File: src/rtl/detector_stream_arbiter.sv
// -----------------------------------------------------------------------------
// detector_stream_arbiter
//
// Purpose:
//   Accepts WIDTH-bit words from two requesters and serializes each word, MSB
//   first, into an external Mealy sequence detector. The detector's hit output
//   is counted over the word, and the count is reported with a one-cycle done
//   pulse. When both requesters are waiting, they are served in round-robin
//   order.
//
// Job flow (one state per line):
//   IDLE  -> CLEAR : a request is accepted. The winner's word is latched here.
//   CLEAR -> SHIFT : lasts one cycle. gnt for the winner pulses, and the
//                    detector is held in reset.
//   SHIFT -> DONE  : lasts WIDTH cycles. One bit per cycle goes out on det_bit,
//                    and det_hit is accumulated into hit_count.
//   DONE  -> IDLE  : lasts one cycle. done pulses with done_id / hit_count.
//
// Request/grant handshake:
//   reqN is a level request, and dataN must be stable while reqN is high. The
//   word is captured on the rising edge that moves IDLE -> CLEAR. gntN then
//   pulses high for exactly that following cycle, and the requester drops reqN
//   (or presents its next word) after seeing it. Any reqN that is still high
//   when the FSM is back in IDLE is a fresh job.
//
// Ports:
//   clock      in   rising-edge clock for all state
//   reset      in   synchronous, active-high reset
//   req0/1     in   job request from requester 0 / 1
//   data0/1    in   WIDTH-bit word of requester 0 / 1
//   gnt0/1     out  one-cycle accept pulse, to requester 0 / 1
//   det_clear  out  detector reset; low only while shifting
//   det_bit    out  detector serial input; 0 outside SHIFT
//   det_hit    in   detector Mealy output (combinational in det_bit)
//   busy       out  FSM is not in IDLE
//   done       out  one-cycle result-valid pulse
//   done_id    out  requester served by the latest job
//   hit_count  out  det_hit cycles counted during the latest job
//   any_hit    out  hit_count != 0
//   dbg_state  out  FSM state: 0 IDLE, 1 CLEAR, 2 SHIFT, 3 DONE
// -----------------------------------------------------------------------------
module detector_stream_arbiter #(
  parameter int WIDTH = 8,
  parameter int CW    = $clog2(WIDTH + 1)
) (
  input  logic             clock,
  input  logic             reset,
  input  logic             req0,
  input  logic             req1,
  input  logic [WIDTH-1:0] data0,
  input  logic [WIDTH-1:0] data1,
  output logic             gnt0,
  output logic             gnt1,
  output logic             det_clear,
  output logic             det_bit,
  input  logic             det_hit,
  output logic             busy,
  output logic             done,
  output logic             done_id,
  output logic [CW-1:0]    hit_count,
  output logic             any_hit,
  output logic [1:0]       dbg_state
);

  localparam int IW = $clog2(WIDTH);

  localparam logic [1:0] S_IDLE  = 2'd0;
  localparam logic [1:0] S_CLEAR = 2'd1;
  localparam logic [1:0] S_SHIFT = 2'd2;
  localparam logic [1:0] S_DONE  = 2'd3;

  localparam logic [IW-1:0] LAST_IDX = IW'(WIDTH - 1);

  logic [1:0]       state;
  logic             last_served;
  logic             cur_id;
  logic [WIDTH-1:0] shreg;
  logic [IW-1:0]    bit_idx;
  logic [CW-1:0]    hit_cnt_q;
  logic             done_id_q;
  logic             win_id;

  // Round-robin winner. When both requesters are asking, the one that was not
  // served last wins. A lone requester always wins. last_served resets to 1,
  // so requester 0 takes the first contested slot.
  always_comb begin
    win_id = 1'b0;
    if (req0 && req1) begin
      win_id = ~last_served;
    end else begin
      win_id = req1;
    end
  end

  always_ff @(posedge clock) begin
    if (reset) begin
      state       <= S_IDLE;
      last_served <= 1'b1;
      cur_id      <= 1'b0;
      shreg       <= '0;
      bit_idx     <= '0;
      hit_cnt_q   <= '0;
      done_id_q   <= 1'b0;
    end else begin
      case (state)
        S_IDLE: begin
          if (req0 || req1) begin
            shreg     <= win_id ? data1 : data0;
            cur_id    <= win_id;
            bit_idx   <= '0;
            hit_cnt_q <= '0;
            state     <= S_CLEAR;
          end
        end
        S_CLEAR: begin
          state <= S_SHIFT;
        end
        S_SHIFT: begin
          // At most WIDTH hits are possible, and CW always holds WIDTH,
          // so this count cannot wrap.
          hit_cnt_q <= hit_cnt_q + CW'(det_hit);
          shreg     <= {shreg[WIDTH-2:0], 1'b0};
          bit_idx   <= bit_idx + IW'(1);
          if (bit_idx == LAST_IDX) begin
            // done_id is loaded here so that it is already valid in DONE and
            // then holds until the next job finishes.
            done_id_q <= cur_id;
            state     <= S_DONE;
          end
        end
        S_DONE: begin
          last_served <= cur_id;
          state       <= S_IDLE;
        end
        default: begin
          state <= S_IDLE;
        end
      endcase
    end
  end

  // All control outputs are decoded from the state, so they follow reset one
  // cycle later with no extra registers.
  assign gnt0      = (state == S_CLEAR) && !cur_id;
  assign gnt1      = (state == S_CLEAR) &&  cur_id;
  assign det_clear = (state != S_SHIFT);
  assign det_bit   = (state == S_SHIFT) ? shreg[WIDTH-1] : 1'b0;
  assign busy      = (state != S_IDLE);
  assign done      = (state == S_DONE);
  assign done_id   = done_id_q;
  assign hit_count = hit_cnt_q;
  assign any_hit   = (hit_cnt_q != '0);
  assign dbg_state = state;

endmodule

File: config.mk
export PLATFORM = sky130hd
export DESIGN_NAME = detector_stream_arbiter
export DESIGN_NICKNAME = d
export VERILOG_FILES = /design/src/rtl/detector_stream_arbiter.sv
export SDC_FILE = /design/constraint.sdc
export NUM_CORES = 1
export LEC_CHECK = 0
export CAP_MARGIN = 10
export CORE_MARGIN = 3
export CORE_UTILIZATION = 46
export CTS_CLUSTER_SIZE = 16
export DETAILED_ROUTE_END_ITERATION = 16
export GPL_ROUTABILITY_DRIVEN = 0
export HOLD_SLACK_MARGIN = 0.1
export PLACE_DENSITY_LB_ADDON = 0.05
export SYNTH_ARGS = -nofsm -noshare
export SYNTH_HDL_FRONTEND = slang
export SYNTH_SLANG_ARGS = --single-unit
File: constraint.sdc
create_clock -name clock -period 1.8 [get_ports clock]
set_input_delay 0.36 -clock clock [delete_from_list [all_inputs] [get_ports clock]]
set_output_delay 0.36 -clock clock [all_outputs]
set_load 0.02 [all_outputs]
# == Yosys cells after proc, flatten, opt, wreduce, memory -nomap -nowiden ==
# Index checks and enable logic that the tools add are counted.
# word_totals
in_bits,21
out_inout_bits,14
elab_cells,42
register_bits,20
# op_classes
n_bitwise,1
n_reduce_logical,13
n_eq_ne,7
addsub,2
n_mux,12
# ops
operator,n
$mux 8,2
$pmux 8 s2,1
$pmux 2 s4,1
$pmux 4 s2,1
$reduce_and 2->1,4
$ne 2x2->1 const B,3
$pmux 3 s2,1
$add 4x1->4,1
$eq 2x2->1 const B,2
$mux 2,2
$mux 4,1
$reduce_bool 2->1,2
$reduce_bool 4->1,1
$add 3x1->3 const B,1
$eq 3x3->1 const B,1
$logic_and 1x1->1,3
$mux 3,1
$eq 2x1->1 const B,1
$logic_not 2->1,1
$mux 1,2
$logic_not 1->1,1
$logic_or 1x1->1,1
$not 1->1,1

# == Depth between registers and ports, before layout ==
# logic_depth
ltp_word,5
mapped_depth,6

# == Least setup slack after synthesis ==
# Ideal clock, no wire load.
# synth_path
kind,register -> register
start,register state[0] (netlist: dbg_state[0])
end,register hit_cnt_q[3] (netlist: hit_count[3])
t_arrival_ns,1.710
t_required_ns,1.714
slack_ns,0.004
stages_incl_launch_ff,6
setup_time_ns,0.086
path_buffers,0
path_cell_list,dfxtp_1 inv_1 ha_1 nor3b_4 or4_1 a211oi_1
# synth_between
elab_chain_cells,3
# synth_rtl
element,line_no,rtl
start: declaration,74,logic [1:0] state;
start signal: assignment,97,state <= S_IDLE;
start signal: assignment,112,state <= S_CLEAR;
start signal: assignment,116,state <= S_SHIFT;
$eq 2x2->1 or $logic_not 2->1 (tied branches),105,case (state)
$reduce_bool 2->1 (no source line) or $ne 2x2->1 (tied branches),--,
$reduce_and 2->1 (no source line),--,
end signal: assignment,121,hit_cnt_q <= hit_cnt_q + CW'(det_hit);
end: declaration,79,logic [CW-1:0] hit_cnt_q;
# Parallel ways exist; a longest one is shown, timed or not.
# A chain may end at the register's enable or synchronous reset.

# == Final worst setup path ==
# layout_path
start,register state[0] (netlist: dbg_state[0])
end,output port dbg_state[0]
# layout_lines
element,line_no,rtl
end: declaration,62,output logic [1:0] dbg_state
# No word-level cell between the ends.

==> results.json <==
{
  "status": "finished clean",
  "worst_pin_slew_ns": 0.520,
  "clk_latency_ns": 0.31,
  "cp_slowest_cell": "clkdlybuf4s50_1",
  "finalPower_mw": 2.16,
  "final_common_cell": "clkdlybuf4s50_1",
  "wl_mm": 3.12,
  "ys_seq_elements": 20,
  "ff_latch_area_um2": 402,
  "synthCells": 134,
  "r2r_end": "hit_count[3]",
  "fin_crit_sh": 0.970,
  "async_flop_share": 0,
  "max_stage_delay_ns": 0.60,
  "grt_pass1_wl_mm": 5.48,
  "syn_to_final_growth_pct": 42.1,
  "dpl.hpwl_mm": 2.42,
  "cts_root_buf": "clkbuf_4",
  "die_x_um": 56.5,
  "setup_viol_count_final": 0,
  "detail-route-antenna-nets": 0,
  "ys.flop_type": "dfxtp_1",
  "wl_per_cell_um": 15.0,
  "synth.area.top_cells": "dfxtp_1 (34%), ha_1 (8.5%), o32ai_1 (6.0%), a2111o_1 (5.8%), a221oi_1 (5.2%)",
  "synth_seq_area_share": 0.342,
  "hold_class": "reg -> reg",
  "layout.cells.non_filler": 208,
  "final-max-slew-violation-count": 0,
  "p_per_area_nw_per_um2": 1300,
  "min_to": "shreg[0]",
  "io_pins": 35,
  "max-cap-violations": 0,
  "worstSetupPathType": "reg -> out",
  "synth_area_leader_cell": "dfxtp_1",
  "viasPerCell": 5.84,
  "cpLargestDelayFamily": "buffers and inverters",
  "synth_area_um2": 1170,
  "std_cell_rows": 17,
  "grt.overflow.total": 0,
  "worst-path-max-fanout": 4,
  "nFillCells": 191,
  "clkTransAtPathRegs_ns": 0.11,
  "synth_top_area_share": 0.342,
  "critPathRequiredTime_ns": 1.44,
  "grt_pass1_vias": 1236,
  "worstHoldStart": "shreg[0]",
  "rsz0062_at_grt": "no",
  "leakagePower_nw": 0.681,
  "layout-drive-gt1-share": 0.183,
  "cts_tree": "yes",
  "final_cell_area_um2": 1660,
  "vias": 1215,
  "synth_cell_types": 31,
  "synthesis.yosys.warnings": 0,
  "dpl_cell_area_um2": 1640,
  "post_cts_buffers": 0,
  "fin_nets": 210,
  "cts_made_buffers": 3,
  "syn_avg_cell_area_um2": 8.74,
  "crit-reg2reg-launch": "dbg_state[1]",
  "layout_min_cycle_time_ns": 1.75,
  "initial_core_util": 0.505,
  "r2r_setup_slack_ns": 0.15,
  "postSynthNetCount": 163,
  "antenna_found_initial": 0,
  "startpoint_type": "flop",
  "port_buffers": 34,
  "final.setup.tns_ns": 0,
  "drtIter0Drc": 33,
  "holdPathStages": 2,
  "track_usage": 0.211,
  "core-area_um2": 2320,
  "dr.pass1.iters": 4,
  "dieArea_um2": 3190,
  "cts_sinks": 20,
  "htreeDepth": 1,
  "path_buf_inv": 2,
  "reg2regPathDepth": 5,
  "final_cell_mix": "clkdlybuf4s50_1 (27), dfxtp_1 (19), buf_4 (18)",
  "grt_max_degree": 22,
  "path_cells": "buf_4 -> clkdlybuf4s50_1",
  "multiInputGateArea_um2": 689,
  "hold_viol_final": 0,
  "die_y_um": 56.5,
  "fin_skew_ns": 0.00602,
  "cp-end-kind": "primary output",
  "dp_cells": 204,
  "vdd_ir_drop_max_uv": 1150,
  "max_freq_ghz": 0.573,
  "crit_arrival_ns": 1.39,
  "synth_edf_count": 0,
  "num_antenna_cells": 0,
  "maxSlewHeadroom": 0.652,
  "cts.path.max_buffers": 2,
  "drc_errors": 0
}
-- registers in the layout, summed over array words and instances (netlist names) --
name / count
done_id: 1
cur_id: 1
bit_idx: 3
hit_count: 4
shreg: 8
dbg_state: 2
last_served: 1
-- through the flow --
step	hold WS (ns)	worst slack, ns	utilization
after floorplan	0.451	0.00410	-
after CTS	0.494	0.00730	0.720
after global placement	0.463	-0.150	0.706
after global routing	0.514	0.00484	0.718
after detailed placement	0.477	-0.218	0.706
final	0.491	0.0547	0.718
-- cells by family after synthesis --
kind of cell,share of synthesized area
flops,0.342
simple gates,0.193
mux,0.0171
buf+inv,0.0801
fa+ha+maj,0.0855
compound gates,0.282
-- layer usage --
layer | share of wire | GRT usage | wire length, um | vias up
met2 | 0.50 | 0.351 | 1570 | 45
met5 | 0 | 0 | 0 | -
met3 | 0.068 | 0.0483 | 213 | 6
li1 | - | - | - | 590
met4 | 0.016 | 0.0712 | 51 | 0
met1 | 0.41 | 0.266 | 1290 | 574
-- worst register-to-register path, delay by kind of cell, from the launching register on --
family          cells  cell delay, ns
simple gates        2            0.72
fa+ha+maj           1            0.20
flops               1            0.38
compound gates      1            0.22
buf+inv             1            0.08
-- cell usage after synthesis (all sizes together) (2+ instances only) --
cell type,n
nand2,5
or4,4
clkbuf,6
nor2b,2
a2111o,6
o32ai,8
a221oi,7
and2,8
buf,4
ha,8
a21oi,7
inv,13
o31ai,2
dfxtp,20
nor2,7
nand3,6
a211oi,2
o21ai,5
mux2i,2
nand2b,2
-- worst max-delay path by stage --
stage                               to  depth (start not counted)         start
after floorplan           hit_count[3]                          5  dbg_state[0]
after global placement    hit_count[2]                          6       det_hit
after detailed placement  hit_count[2]                          6       det_hit
after CTS                         gnt1                          4  dbg_state[0]
after global routing         det_clear                          4  dbg_state[0]
final                     dbg_state[0]                          2  dbg_state[0]
-- repair_timing --
| action | CTS | global route |
|---|---|---|
| pin swaps | 0 | 0 |
| gates cloned | 0 | 0 |
| endpoints found under the hold margin | 0 | 0 |
| resized for setup | 12 | 10 |
| hold buffers | 0 | 0 |
| endpoints found under the setup margin | 7 | 14 |
-- report_power, final --
group | leakage [nW] | switching, mW | internal, mW
registers | 0.164 | 0.0595 | 0.573
clock network | 0.0210 | 0.149 | 0.124
logic | 0.496 | 0.684 | 0.574
total | 0.681 | 0.892 | 1.27
-- final cells by class --
type	count	share of cell area
multi-input combinational	91	0.414
sequential	20	0.241
timing repair buffer	52	0.272
tap	28	0.0211
inverter	13	0.0293
clock buffer	4	0.0218
Note: power is estimated with default switching activity, not from simulation.
